**src/rtl/switch_debouncer.sv**
```systemverilog
// -----------------------------------------------------------------------------
// switch_debouncer
//
// Conditions a raw, bouncy level input (switch or button) into a clean,
// registered level. A change on the input is accepted only after STABLE_CNT
// consecutive samples all differ from the current output. Any sample that
// matches the output during qualification throws away all progress.
//
// Parameters:
//   STABLE_CNT : consecutive differing samples needed to change q (>= 2)
//   CNT_W      : stability counter width (STABLE_CNT-1 must fit)
//   INIT_VAL   : reset value of q and of the synchronizer flops
//
// Ports:
//   clk   in   rising-edge clock
//   rst   in   synchronous, active-high reset (overrides everything)
//   d_raw in   raw bouncy input level
//   q     out  debounced level, registered
//   q_b   out  registered complement of q
//   rise  out  one-cycle strobe in the cycle after q commits 0->1
//   fall  out  one-cycle strobe in the cycle after q commits 1->0
//   busy  out  registered decode of state==CHECK; this is the FSM's
//              externally visible state (STABLE=0, CHECK=1)
//
// Build option:
//   DEBOUNCE_SYNC_EN  when defined, d_raw passes through a two-flop
//                     synchronizer first (two extra cycles of latency).
//                     When undefined, d_raw must already be synchronous.
//
// Handshake: none. rise/fall are unconditional strobes; a consumer that
// needs them must sample them on the very next clock edge.
// -----------------------------------------------------------------------------
module switch_debouncer #(
    parameter int   STABLE_CNT = 1000,
    parameter int   CNT_W      = 16,
    parameter logic INIT_VAL   = 1'b0
) (
    input  logic clk,
    input  logic rst,
    input  logic d_raw,
    output logic q,
    output logic q_b,
    output logic rise,
    output logic fall,
    output logic busy
);

    typedef enum logic {
        STABLE = 1'b0,
        CHECK  = 1'b1
    } state_t;

    // Counter value at which the STABLE_CNT-th differing sample is seen.
    localparam logic [CNT_W-1:0] CNT_LAST = CNT_W'(STABLE_CNT - 1);

    generate
        if (STABLE_CNT < 2) begin : g_bad_stable_cnt
            $error("switch_debouncer: STABLE_CNT must be >= 2");
        end
        if ((CNT_W < 31) && ((STABLE_CNT - 1) >= (1 << CNT_W))) begin : g_bad_cnt_w
            $error("switch_debouncer: CNT_W too narrow for STABLE_CNT-1");
        end
    endgenerate

    state_t           state;
    logic [CNT_W-1:0] cnt;
    logic             s;      // sample seen by the FSM

`ifdef DEBOUNCE_SYNC_EN
    logic sync1;
    logic sync2;

    always_ff @(posedge clk) begin
        if (rst) begin
            sync1 <= INIT_VAL;
            sync2 <= INIT_VAL;
        end else begin
            sync1 <= d_raw;
            sync2 <= sync1;
        end
    end

    assign s = sync2;
`else
    assign s = d_raw;
`endif

    always_ff @(posedge clk) begin
        if (rst) begin
            state <= STABLE;
            cnt   <= '0;
            q     <= INIT_VAL;
            q_b   <= ~INIT_VAL;
            rise  <= 1'b0;
            fall  <= 1'b0;
            busy  <= 1'b0;
        end else begin
            // Strobes are high only in the cycle directly after a commit.
            rise <= 1'b0;
            fall <= 1'b0;
            case (state)
                STABLE: begin
                    if (s != q) begin
                        // This sample is the first differing one.
                        state <= CHECK;
                        cnt   <= CNT_W'(1);
                        busy  <= 1'b1;
                    end else begin
                        cnt  <= '0;
                        busy <= 1'b0;
                    end
                end
                CHECK: begin
                    if (s == q) begin
                        // Glitch: no partial credit is kept.
                        state <= STABLE;
                        cnt   <= '0;
                        busy  <= 1'b0;
                    end else if (cnt == CNT_LAST) begin
                        // STABLE_CNT-th consecutive differing sample: commit.
                        q     <= s;
                        q_b   <= ~s;
                        rise  <= s;
                        fall  <= ~s;
                        state <= STABLE;
                        cnt   <= '0;
                        busy  <= 1'b0;
                    end else begin
                        cnt <= cnt + CNT_W'(1);
                    end
                end
            endcase
        end
    end

endmodule

```
**config.mk**
```make
export PLATFORM = sky130hd
export DESIGN_NAME = switch_debouncer
export DESIGN_NICKNAME = d
export VERILOG_FILES = /design/src/rtl/switch_debouncer.sv
export SDC_FILE = /design/constraint.sdc
export NUM_CORES = 1
export LEC_CHECK = 0
export BUFFER_PORTS_ARGS = -buffer_cell sky130_fd_sc_hd__buf_2
export CAP_MARGIN = 20
export CORE_MARGIN = 1
export CORE_UTILIZATION = 60
export DETAILED_ROUTE_END_ITERATION = 16
export PLACE_DENSITY = 0.91
export SYNTH_ARGS = -nofsm -noshare
export SYNTH_HDL_FRONTEND = slang
export SYNTH_SLANG_ARGS = --single-unit
```
**constraint.sdc**
```tcl
create_clock -name clk -period 4.8 [get_ports clk]
set_input_delay 0.96 -clock clk [delete_from_list [all_inputs] [get_ports clk]]
set_output_delay 0.96 -clock clk [all_outputs]
set_load 0.005 [all_outputs]
```
### Yosys cells after proc, flatten, opt, wreduce, memory -nomap -nowiden

Index checks and enable logic that the tools add are counted.

| word-level totals | value |
|---|---|
| output and inout port bits | 5 |
| bits in registers | 22 |
| logic and storage cells | 29 |
| input port bits | 3 |

| operators by class | value |
|---|---|
| reductions and logical operators | 2 |
| equality and inequality tests | 4 |
| $add $sub $neg | 1 |
| bitwise logic cells | 4 |
| multiplexer cells | 11 |

Operators with widths:

| operator | number |
|---|---|
| 2-to-1 mux 16 bit | 2 |
| one-hot mux 16 bit (2 select lines) | 1 |
| adder 16 x 1 -> 16 bit, second input constant | 1 |
| == test 16 x 10 -> 1 bit, second input constant | 1 |
| 2-to-1 mux 1 bit | 6 |
| NOT 1 bit | 4 |
| one-hot mux 1 bit (2 select lines) | 2 |
| OR reduction 4 bit | 1 |
| != test 3 x 1 -> 1 bit, second input constant | 1 |
| AND reduction 3 bit | 1 |
| == test 1 bit | 1 |
| != test 1 bit | 1 |

### Longest topological paths before layout

Gate-level depths: netlist of run 1.

| depth | value |
|---|---|
| depth after elaboration | 4 |
| depth in mapped cells | 6 |
| gate-level depth less buffers | 5 |

### Worst setup path after synthesis of run 1

OpenSTA, ideal clock, no wires.

| timing path | value |
|---|---|
| kind | input port to flip-flop |
| start | input port d_raw |
| end | register cnt[15] |
| arrival time | 1637 ps |
| library setup time | 64 ps |
| path buffers | 1 |
| slack | 3099 ps |
| cell stages on the path | 5 |
| required time | 4736 ps |
| cell sequence | xnor2_1 > nor2_1 > nand3b_4 > buf_8 > nor2_1 |

| between the ends | value |
|---|---|
| word-level cells in the longest chain between the ends | 3 |

Ends and longest elaborated chain:

| item | line | RTL |
|---|---|---|
| from (decl) | 40 | `input logic d_raw,` |
| == test 1 bit | 114 | `if (s == q) begin` |
| 2-to-1 mux 16 bit | 114 |  |
| one-hot mux 16 bit (2 select lines) | 101 | `case (state)` |
| to (signal assigned) | 129 | `cnt <= cnt + CNT_W'(1);` |
| to (decl) | 66 | `logic [CNT_W-1:0] cnt;` |

Every way passes these cells.
A chain may end at the register's enable or synchronous reset.

### Worst setup path in the final report of run 1

| timing path | value |
|---|---|
| start | register q |
| end | output port q |

RTL lines:

| item | line | RTL |
|---|---|---|
| from (decl) | 41 | `output logic q,` |
| from (signal assigned) | 121 | `q <= s;` |

No word-level cell between the ends.

==> results of run 1 <==
[power by group]
| part | internal (mW) | total (mW) | leakage, nW | switching (mW) |
|---|---|---|---|---|
| combinational | 0.00485 | 0.0113 | 0.149 | 0.00646 |
| clock | 0.0465 | 0.104 | 0.0210 | 0.0573 |
| sequential | 0.186 | 0.190 | 0.178 | 0.00369 |
[registers in the layout (all words and copies together) (netlist names)]
name,cells
state,1
fall,1
q_b,1
q,1
rise,1
busy,1
cnt,16
[Yosys cell counts]
| master | count | area [sq um] |
|---|---|---|
| dfxtp_1 | 22 | 440 |
| nor2_1 | 21 | 78.8 |
| xnor2_1 | 12 | 105 |
| nand3_1 | 8 | 40.0 |
| nor3_1 | 6 | 30.0 |
| inv_1 | 5 | 18.8 |
| nand4_1 | 4 | 25.0 |
| nand2_1 | 3 | 11.3 |
| nor4_1 | 3 | 18.8 |
| xor2_1 | 3 | 26.3 |
| and3_1 | 2 | 12.5 |
| o21ai_0 | 2 | 10.0 |
| a211oi_1 | 1 | 7.51 |
| buf_8 | 1 | 15.0 |
| ha_1 | 1 | 12.5 |
| mux2i_1 | 1 | 10.0 |
| nand3b_4 | 1 | 20.0 |
| nand4b_1 | 1 | 8.76 |
| nor4_2 | 1 | 12.5 |
| nor4_4 | 1 | 21.3 |
| nor4b_1 | 1 | 8.76 |
| or3_1 | 1 | 6.26 |
| or4_4 | 1 | 11.3 |
| or4b_1 | 1 | 10.0 |
[worst min path at each step]
stage	startpoint	end	slack (ns)	cells after the start
after detailed placement	busy	busy	0.46	2
after global placement	busy	busy	0.45	2
after CTS	busy	busy	0.48	2
after global routing	busy	busy	0.52	2
final	busy	busy	0.47	2
after floorplan	busy	busy	0.46	2
[final cells by class]
type                    instances  area [sq um]  share of cell area [%]
multi-input cells              75           487                    46.9
clock buffers                   4          36.3                    3.50
flip-flops and latches         22           440                    42.5
inverters                       5          18.8                    1.81
repair buffers                  7          35.0                    3.38
well taps                      16          20.0                    1.93
[stage by stage]
step                hold WS [ns]  cell area [sq um]  util, %  std cells
finish                     0.474               1040     68.9        129
global route               0.521               1040     68.9        129
CTS                        0.481               1040     68.9        129
detailed placement         0.462               1000     66.4        125
global placement           0.453               1000     66.4        125
floorplan                  0.459                961        -        103
[logic make-up (layout without fill, tap and decap cells)]
family                     Yosys count  in the layout  synth area share, %
AOI/OAI and AO/OA                    3              3                 1.82
adders and majority gates            1              1                 1.30
and+or+nand+nor                     55             55                 32.8
buffers and inverters                6             16                 3.52
xor gates and xnor gates            15             15                 13.7
muxes                                1              1                 1.04
DFF                                 22             22                 45.8
[layer usage]
metal  wire, um  part of all wire (%)  up-vias  track usage, %
met1        797                    48      342            28.4
met4         18                   1.1        0            5.63
met2        797                    48        9            35.6
met5          0                     0        -               0
li1           -                     -      375               -
met3         50                   3.0        3            6.47
[cell usage in the layout (no fill, tap or decap), drive strengths merged, types with 2 or more instances in the layout]
master / count
dfxtp: 22
nor2: 21
xnor2: 12
nand3: 8
buf: 7
nor3: 6
inv: 5
nor4: 5
nand4: 4
clkbuf: 4
nand2: 3
xor2: 3
o21ai: 2
and3: 2
==> results_dict.tcl, run 1 <==
set metrics [dict create \
    cts_tree "yes" \
    tns_ns 0 \
    timing.rr.end "cnt[0]" \
    finClkSkew_ns 0.00238 \
    hpwl_um 1170 \
    chipWidth_um 42.0 \
    rsz0062_at_grt "no" \
    dieArea_sq_um 1770 \
    drive_gt1_share_pct 13.3 \
    antenna_found_initial 0 \
    status "completed" \
    nNetsFinal 118 \
    setup_viol 0 \
    worst_r2r_path_depth 4 \
    synth_cell_types 24 \
    netlist_area_sq_um 961 \
    drt-initial-drc-count 17 \
    end_kind "primary output" \
    hold_viol_final 0 \
    reg2reg_slack_ns 3.01 \
    cp.depth 1 \
    drc 0 \
    routedWlPerCell_um 12.9 \
    vias 729 \
    areaGrowthSynthToFinish_pct 7.94 \
    avgSynthCellArea_sq_um 9.33 \
    synthCells 103 \
    cp_slowest_cell "dfxtp_1" \
    syn_nets 107 \
    post_cts_buffers 0 \
    via_per_inst 5.65 \
    die_height_um 42.0 \
    cts.clk_slew.worst_paths_ns 0.12 \
    path_class "reg2out" \
    antenna_cells 0 \
    start_kind "flip-flop" \
    io_buffers 7 \
    slew_violations 0 \
    clkLatencyLatePin_ns 0.32 \
    ys_seq_area_share_pct 45.8 \
    path_cells "buf_2" \
    grt_usage_pct 21.8 \
    ioPinCount 8 \
    worstMarginPinSlew_ns 0.370 \
    grt_pass1_wl_um 2970 \
    ctsLongestPathBuffers 2 \
    r2r-start "cnt[12]" \
    fin_crit_sh_pct 38.9 \
    max_freq_mhz 536 \
    period_minus_slack_ns 1.87 \
    cts_max_level 1 \
    ys_ff_latch 22 \
    cts_buffers 3 \
    p_total_mw 0.305 \
    grt_pass1_vias 707 \
    cpLargestDelayFamily "flip-flops" \
    dr.pass1.iters 4 \
    fill_cells 116 \
    cts-root-buf "clkbuf_4" \
    core_area_sq_um 1510 \
    critPathBufInv 1 \
    holdBufCountCts 0 \
    ant_nets 0 \
    place_congestion 0.706 \
    cp_max_fo 5 \
    cellPowerDensity_nw_per_um2 294 \
    endpoint "q" \
    cp.required_ns 3.84 \
    cp.arrival_ns 0.91 \
    rows 14 \
    grt_max_degree 19 \
    start_util_pct 63.8 \
    drv_cap 0 \
    cts_resized 0 \
    leakage_nw 0.348 \
    cpPeakStageDelay_ns 0.44 \
    grt-ovfl-total 0 \
    wirelength_um 1660 \
    ir_worst_vdd_mv 0.214 \
    slew_headroom_pct 75.3 \
    cp-startpoint "q" \
    post-place-ws_ns 2.85 \
    clock-sinks 22 \
    ys.warnings.count 0 \
    min-delay-path-class "reg2reg" \
    setup_slack_ns 2.93 \
]
(Power assumes the default switching activity.)
==> run 2: changes to the inputs <==
- ABC_AREA: not set -> 1
- CORE_UTILIZATION: 60 -> 58
- PLACE_DENSITY: 0.91 -> 0.88
- clock period: 4.8 -> 1.96 ns (I/O delays scaled with it)
==> run 2 against run 1 <==
  * Critical path depth rose by 7
  * Non-clock buffer count unchanged
  * Sequential power increased by 140%
  * Clock skew up 0.0069 ns
  * Cell area rose by 22%
  * Global-route usage rose by 0.95 points
  * Synthesized cell count up 66%
  * Die area grew 27%
  * Clock power grew 87%
  * Critical path type is now reg2reg
  * Largest power group unchanged
  * Highest routed layer unchanged
==> results_dict.tcl, run 2 <==
set metrics [dict create \
    grt_max_degree 19 \
    avgSynthCellArea_sq_um 6.96 \
    chipWidth_um 47.3 \
    ctsLongestPathBuffers 2 \
    vias 1082 \
    cp_max_fo 18 \
    rsz0062_at_grt "no" \
    clockPowerShare_pct 28.6 \
    swShare_pct 21.4 \
    path_class "reg2reg" \
    ant_nets 0 \
    max_freq_mhz 679 \
    place_congestion 0.863 \
    drv_cap 0 \
    end_kind "flip-flop" \
    setup_viol 0 \
    layout_common_cells "39 x nand2_1, 26 x nor2_1, 22 x dfxtp_1" \
    cts.clk_slew.worst_paths_ns 0.11 \
    ys_seq_area_share_pct 37.0 \
    hold_viol_final 0 \
    cts_buffers 3 \
    netlist_area_sq_um 1190 \
    antenna_cells 0 \
    areaGrowthSynthToFinish_pct 5.99 \
    cts-root-buf "clkbuf_4" \
    grt_usage_pct 22.8 \
    synth_ff_type "dfxtp_1" \
    io_buffers 7 \
    clock-sinks 22 \
    antenna_found_initial 0 \
    cts_max_level 1 \
    slew_violations 0 \
    switchingPower_mw 0.145 \
    cp.required_ns 2.15 \
    dieArea_sq_um 2240 \
    final_common_cell "nand2_1" \
    slew_headroom_pct 81.9 \
    synth_enable_flop_cells 0 \
    dp_cells 204 \
    grt-ovfl-total 0 \
    holdBufCountCts 0 \
    die_height_um 47.3 \
    multi_input_area_sq_um 651 \
    drt-initial-drc-count 30 \
    post_cts_buffers 0 \
    synth_commonest_cells "39 x nand2_1, 26 x nor2_1, 22 x dfxtp_1" \
    core_area_sq_um 1940 \
    cts_tree "yes" \
    ir_worst_vdd_mv 0.525 \
    start_util_pct 61.3 \
    synth_cell_types 23 \
    drc 0 \
    syn_nets 175 \
    synth-async-reset-ratio_pct 0 \
    drive_gt1_share_pct 21.7 \
    clkLatencyLatePin_ns 0.30 \
    routedWlPerCell_um 11.0 \
    pwr-share-comb_pct 4.4 \
    hpwl_um 1780 \
    nNetsFinal 186 \
    ys.warnings.count 0 \
    rows 16 \
    grt_pass1_vias 904 \
    wirelength_um 2290 \
    largest_reg_flops 16 \
    synthCells 171 \
    min-delay-path-class "in2reg" \
    ioPinCount 8 \
    fin_crit_sh_pct 75.1 \
    fin_cells 207 \
    via_per_inst 5.23 \
    yosysTopAreaCellShare_pct 37.0 \
    period_minus_slack_ns 1.47 \
    power_frac_seq_pct 67.0 \
    tns_ns 0 \
    dr.pass1.iters 4 \
    fill_cells 174 \
    synth_top_area_cell "dfxtp_1" \
    ys_ff_latch 22 \
    worstMarginPinSlew_ns 0.271 \
    synth.most_common_cell "nand2_1" \
    cts_resized 0 \
    grt_pass1_wl_um 3550 \
    synth.area.top_cells "dfxtp_1 37%, nand2_1 12%, nor2_1 8.2%" \
    seqCellArea_sq_um 440 \
    finClkSkew_ns 0.00929 \
    status "completed" \
    regMostFlops "cnt" \
    cellPowerDensity_nw_per_um2 538 \
    intPower_mw 0.533 \
    cp.arrival_ns 1.66 \
    leakage_nw 0.458 \
    start_kind "flip-flop" \
]
run 2: cell types whose count changed after synthesis, moves of 5 or more:
| cell | previous run | this run |
|---|---|---|
| a21oi_1 | 0 | 6 |
| a21oi_2 | 0 | 6 |
| inv_1 | 5 | 19 |
| nand2_1 | 3 | 39 |
| nand2_2 | 0 | 8 |
| nor2_1 | 21 | 26 |
| nor2_2 | 0 | 9 |
| nor3_1 | 6 | 1 |
| xnor2_1 | 12 | 1 |
run 2: kinds of logic after synthesis:
| family | Yosys count | synth area share, % |
|---|---|---|
| xor gates and xnor gates | 2 | 1.47 |
| adders and majority gates | 1 | 1.05 |
| buffers and inverters | 22 | 8.31 |
| and+or+nand+nor | 108 | 43.5 |
| AOI/OAI and AO/OA | 16 | 8.62 |
| DFF | 22 | 37.0 |
run 2: final timing paths:
path / startpoint / endpoint / slack (ns) / depth (start not counted)
worst max-delay path: cnt[0] / cnt[0] / 0.49 / 8
worst min-delay path: d_raw / fall / 0.27 / 2
worst max register to register: cnt[0] / cnt[0] / 0.49 / 8
worst min register to register: cnt[0] / cnt[0] / 0.50 / 1
run 2: power by group through the flow:
stage | combinational [mW] | sequential [mW] | clock [mW]
6_report | 0.0299 | 0.455 | 0.194
5_1_grt | 0.0338 | 0.455 | 0.219
4_1_cts | 0.0306 | 0.455 | 0.200
3_5_place_dp | 0.0302 | 0.465 | 0
2_1_floorplan | 0.0239 | 0.465 | 0
3_3_place_gp | 0.0284 | 0.465 | 0
run 2: layout make-up:
cell class	instances	area share, %
clock buffer	3	1.79
inverter	21	6.25
multi-input combinational	127	51.6
sequential	22	34.9
tap	27	2.68
timing repair buffer	7	2.78
run 2: per-stage QoR:
step	worst slack (ns)	cell area [sq um]	power, mW	hold slack [ns]	util, %
final	0.487	1260	0.679	0.271	64.9
after global routing	0.364	1260	0.708	0.281	64.9
after CTS	0.460	1260	0.685	0.267	64.9
after detailed placement	0.481	1240	0.495	0.472	63.8
after global placement	0.565	1240	0.493	0.452	63.8
after floorplan	0.654	1190	0.488	0.453	-
run 2: metal layers:
layer  global-route usage, %  wire length [um]
met5                       0                 0
met4                    10.3                47
met3                    3.46                96
met2                    38.9              1120
met1                    27.9              1020
run 2: critical path, cell delays in order (launching register included):
cell     delay (ns)
dfxtp_1        0.36
ha_1           0.21
nand2_2        0.10
nor2_2         0.14
inv_1          0.06
nor2_2         0.09
nand2_2        0.07
nand2_4        0.22
o21ai_0        0.11
==> run 3: changes to the inputs <==
- ABC_AREA: 1 -> 0
- CORE_UTILIZATION: 58 -> 56
- PLACE_DENSITY: 0.88 -> 0.86
- clock period: 1.96 -> 1.5 ns (I/O delays scaled with it)
==> run 3 against run 2 <==
  * The flow now finishes with violations (DRC, setup timing)
  * Clock skew fell by 0.0057 ns
  * Count of clock-buffer cells in the layout did not move
  * Sequential cell count did not move
  * Maximum frequency fell by 15%
  * Sequential power rose by 33%
  * Critical path type unchanged
  * Critical endpoint is now cnt[15]
==> results_dict.tcl, run 3 (same netlist as run 1, synthesis figures left out) <==
set metrics [dict create \
    status "finished, violations left" \
    violations "DRC, setup timing" \
    cp.depth 4 \
    routedWlPerCell_um 14.8 \
    finClkSkew_ns 0.00364 \
    cts_max_level 1 \
    rows 14 \
    leakage_nw 0.480 \
    path_class "reg2reg" \
    setup_slack_ns -0.242 \
    start_kind "flip-flop" \
    areaGrowthSynthToFinish_pct 29.0 \
    regMostFlops "cnt" \
    period_minus_slack_ns 1.74 \
    largest_reg_flops 16 \
    place_congestion 0.845 \
    grt_pass1_vias 863 \
    ant_nets 0 \
    ir_worst_vdd_mv 0.618 \
    grt-ovfl-total 0 \
    rsz0062_at_grt "yes" \
    whs_ns 0.183 \
    via_per_inst 5.93 \
    cts-root-buf "clkbuf_4" \
    antenna_found_initial 0 \
    dr.pass1.iters 10 \
    grt_pass1_wl_um 3660 \
    vias 878 \
    hpwl_um 1400 \
    cts.clk_slew.worst_paths_ns 0.12 \
    multi_input_area_sq_um 534 \
    slew_violations 0 \
    final_common_cell "nor2_1" \
    hold_viol_final 0 \
    cp_slowest_cell "or4_4" \
    grt_max_degree 14 \
    slew_headroom_pct 70.0 \
    max_freq_mhz 574 \
    clkLatencyLatePin_ns 0.31 \
    cpPeakStageDelay_ns 0.57 \
    worst_r2r_path_depth 4 \
    die_height_um 43.4 \
    r2r-start "cnt[15]" \
    fill_cells 95 \
    reg2reg_slack_ns -0.24 \
    ioPinCount 8 \
    grt_usage_pct 26.9 \
    wirelength_um 2200 \
    path_cells "or4_4 > nor4_4 > nand3b_4 > nor2_1" \
    end_kind "flip-flop" \
    min-delay-path-class "in2reg" \
    cp.arrival_ns 1.95 \
    drt-initial-drc-count 35 \
    drive_gt1_share_pct 29.5 \
    cellPowerDensity_nw_per_um2 893 \
    tns_ns -4.35 \
    fin_crit_sh_pct 116 \
    seqCellArea_sq_um 444 \
    cts_buffers 3 \
    start_util_pct 61.6 \
    drc 4 \
    cp.required_ns 1.70 \
    setup_viol 22 \
    antenna_cells 0 \
    dieArea_sq_um 1890 \
    core_area_sq_um 1560 \
    critPathBufInv 0 \
    endpoint "cnt[15]" \
    worstMarginPinSlew_ns 0.446 \
    timing.rr.end "cnt[15]" \
    nNetsFinal 137 \
    cts_tree "yes" \
    cpLargestDelayFamily "simple AND/OR/NAND/NOR gates" \
    layout_common_cells "21 x nor2_1, 19 x dfxtp_1, 18 x buf_4" \
    cp-startpoint "cnt[15]" \
    clock-sinks 22 \
    io_buffers 7 \
    chipWidth_um 43.4 \
    cp_max_fo 9 \
    drv_cap 0 \
    ctsLongestPathBuffers 2 \
]
-- run 3: cell count changes in the layout (fill, tap and decap cells not counted), moves of 5 or more --
cell / delta
inv_1: -14
nor2_2: -9
xnor2_1: +11
nand2_1: -36
nor2_1: -5
a21oi_2: -6
a21oi_1: -6
buf_4: +18
nand2_2: -8
nor3_1: +5
-- run 3: layout make-up --
cell class | instances | area share, %
Clock buffer | 3 | 1.82
Clock inverter | 1 | 2.42
Inverter | 5 | 1.51
Multi-Input combinational cell | 76 | 43.1
Sequential cell | 22 | 35.8
Tap cell | 16 | 1.61
Timing Repair Buffer | 25 | 13.7
-- run 3: per-layer routing --
metal / part of all wire, % / vias up / global-route usage [%]
li1: - / 420 / -
met1: 42 / 408 / 30.4
met2: 50 / 43 / 46.7
met3: 5.0 / 7 / 5.00
met4: 2.6 / 0 / 16.9
met5: 0 / - / 0
-- run 3: worst min path at each step --
stage | slack [ns] | end | start | depth (start not counted)
6_report | 0.18 | fall | d_raw | 2
5_1_grt | 0.17 | fall | d_raw | 2
4_1_cts | 0.18 | fall | d_raw | 2
3_5_place_dp | 0.46 | busy | busy | 2
3_3_place_gp | 0.46 | busy | busy | 2
2_1_floorplan | 0.37 | fall | d_raw | 1
-- run 3: through the flow --
step	setup slack (ns)	cells	total power [mW]	cell area, sq um	util [%]
6_report	-0.242	148	1.11	1240	79.5
5_1_grt	-0.303	148	1.15	1240	79.5
4_1_cts	-0.216	148	1.11	1230	78.9
3_5_place_dp	-0.223	143	0.661	1160	74.2
3_3_place_gp	-0.155	143	0.659	1160	74.2
2_1_floorplan	-0.144	103	0.642	982	-
-- run 3: timing repair --
| item | in CTS | in global routing |
|---|---|---|
| pin swaps | 1 | 0 |
| setup endpoints to repair | 22 | 22 |
| setup buffers | 0 | 0 |
| gates resized for setup | 1 | 2 |
| hold buffers | 0 | 0 |
| gates cloned | 1 | 0 |
| hold endpoints to repair | 0 | 0 |
-- run 3: power breakdown --
part | switching [mW] | leakage [nW] | total (mW) | internal [mW]
Sequential | 0.0110 | 0.180 | 0.607 | 0.596
Combinational | 0.0273 | 0.273 | 0.0475 | 0.0202
Clock | 0.183 | 0.0279 | 0.454 | 0.271
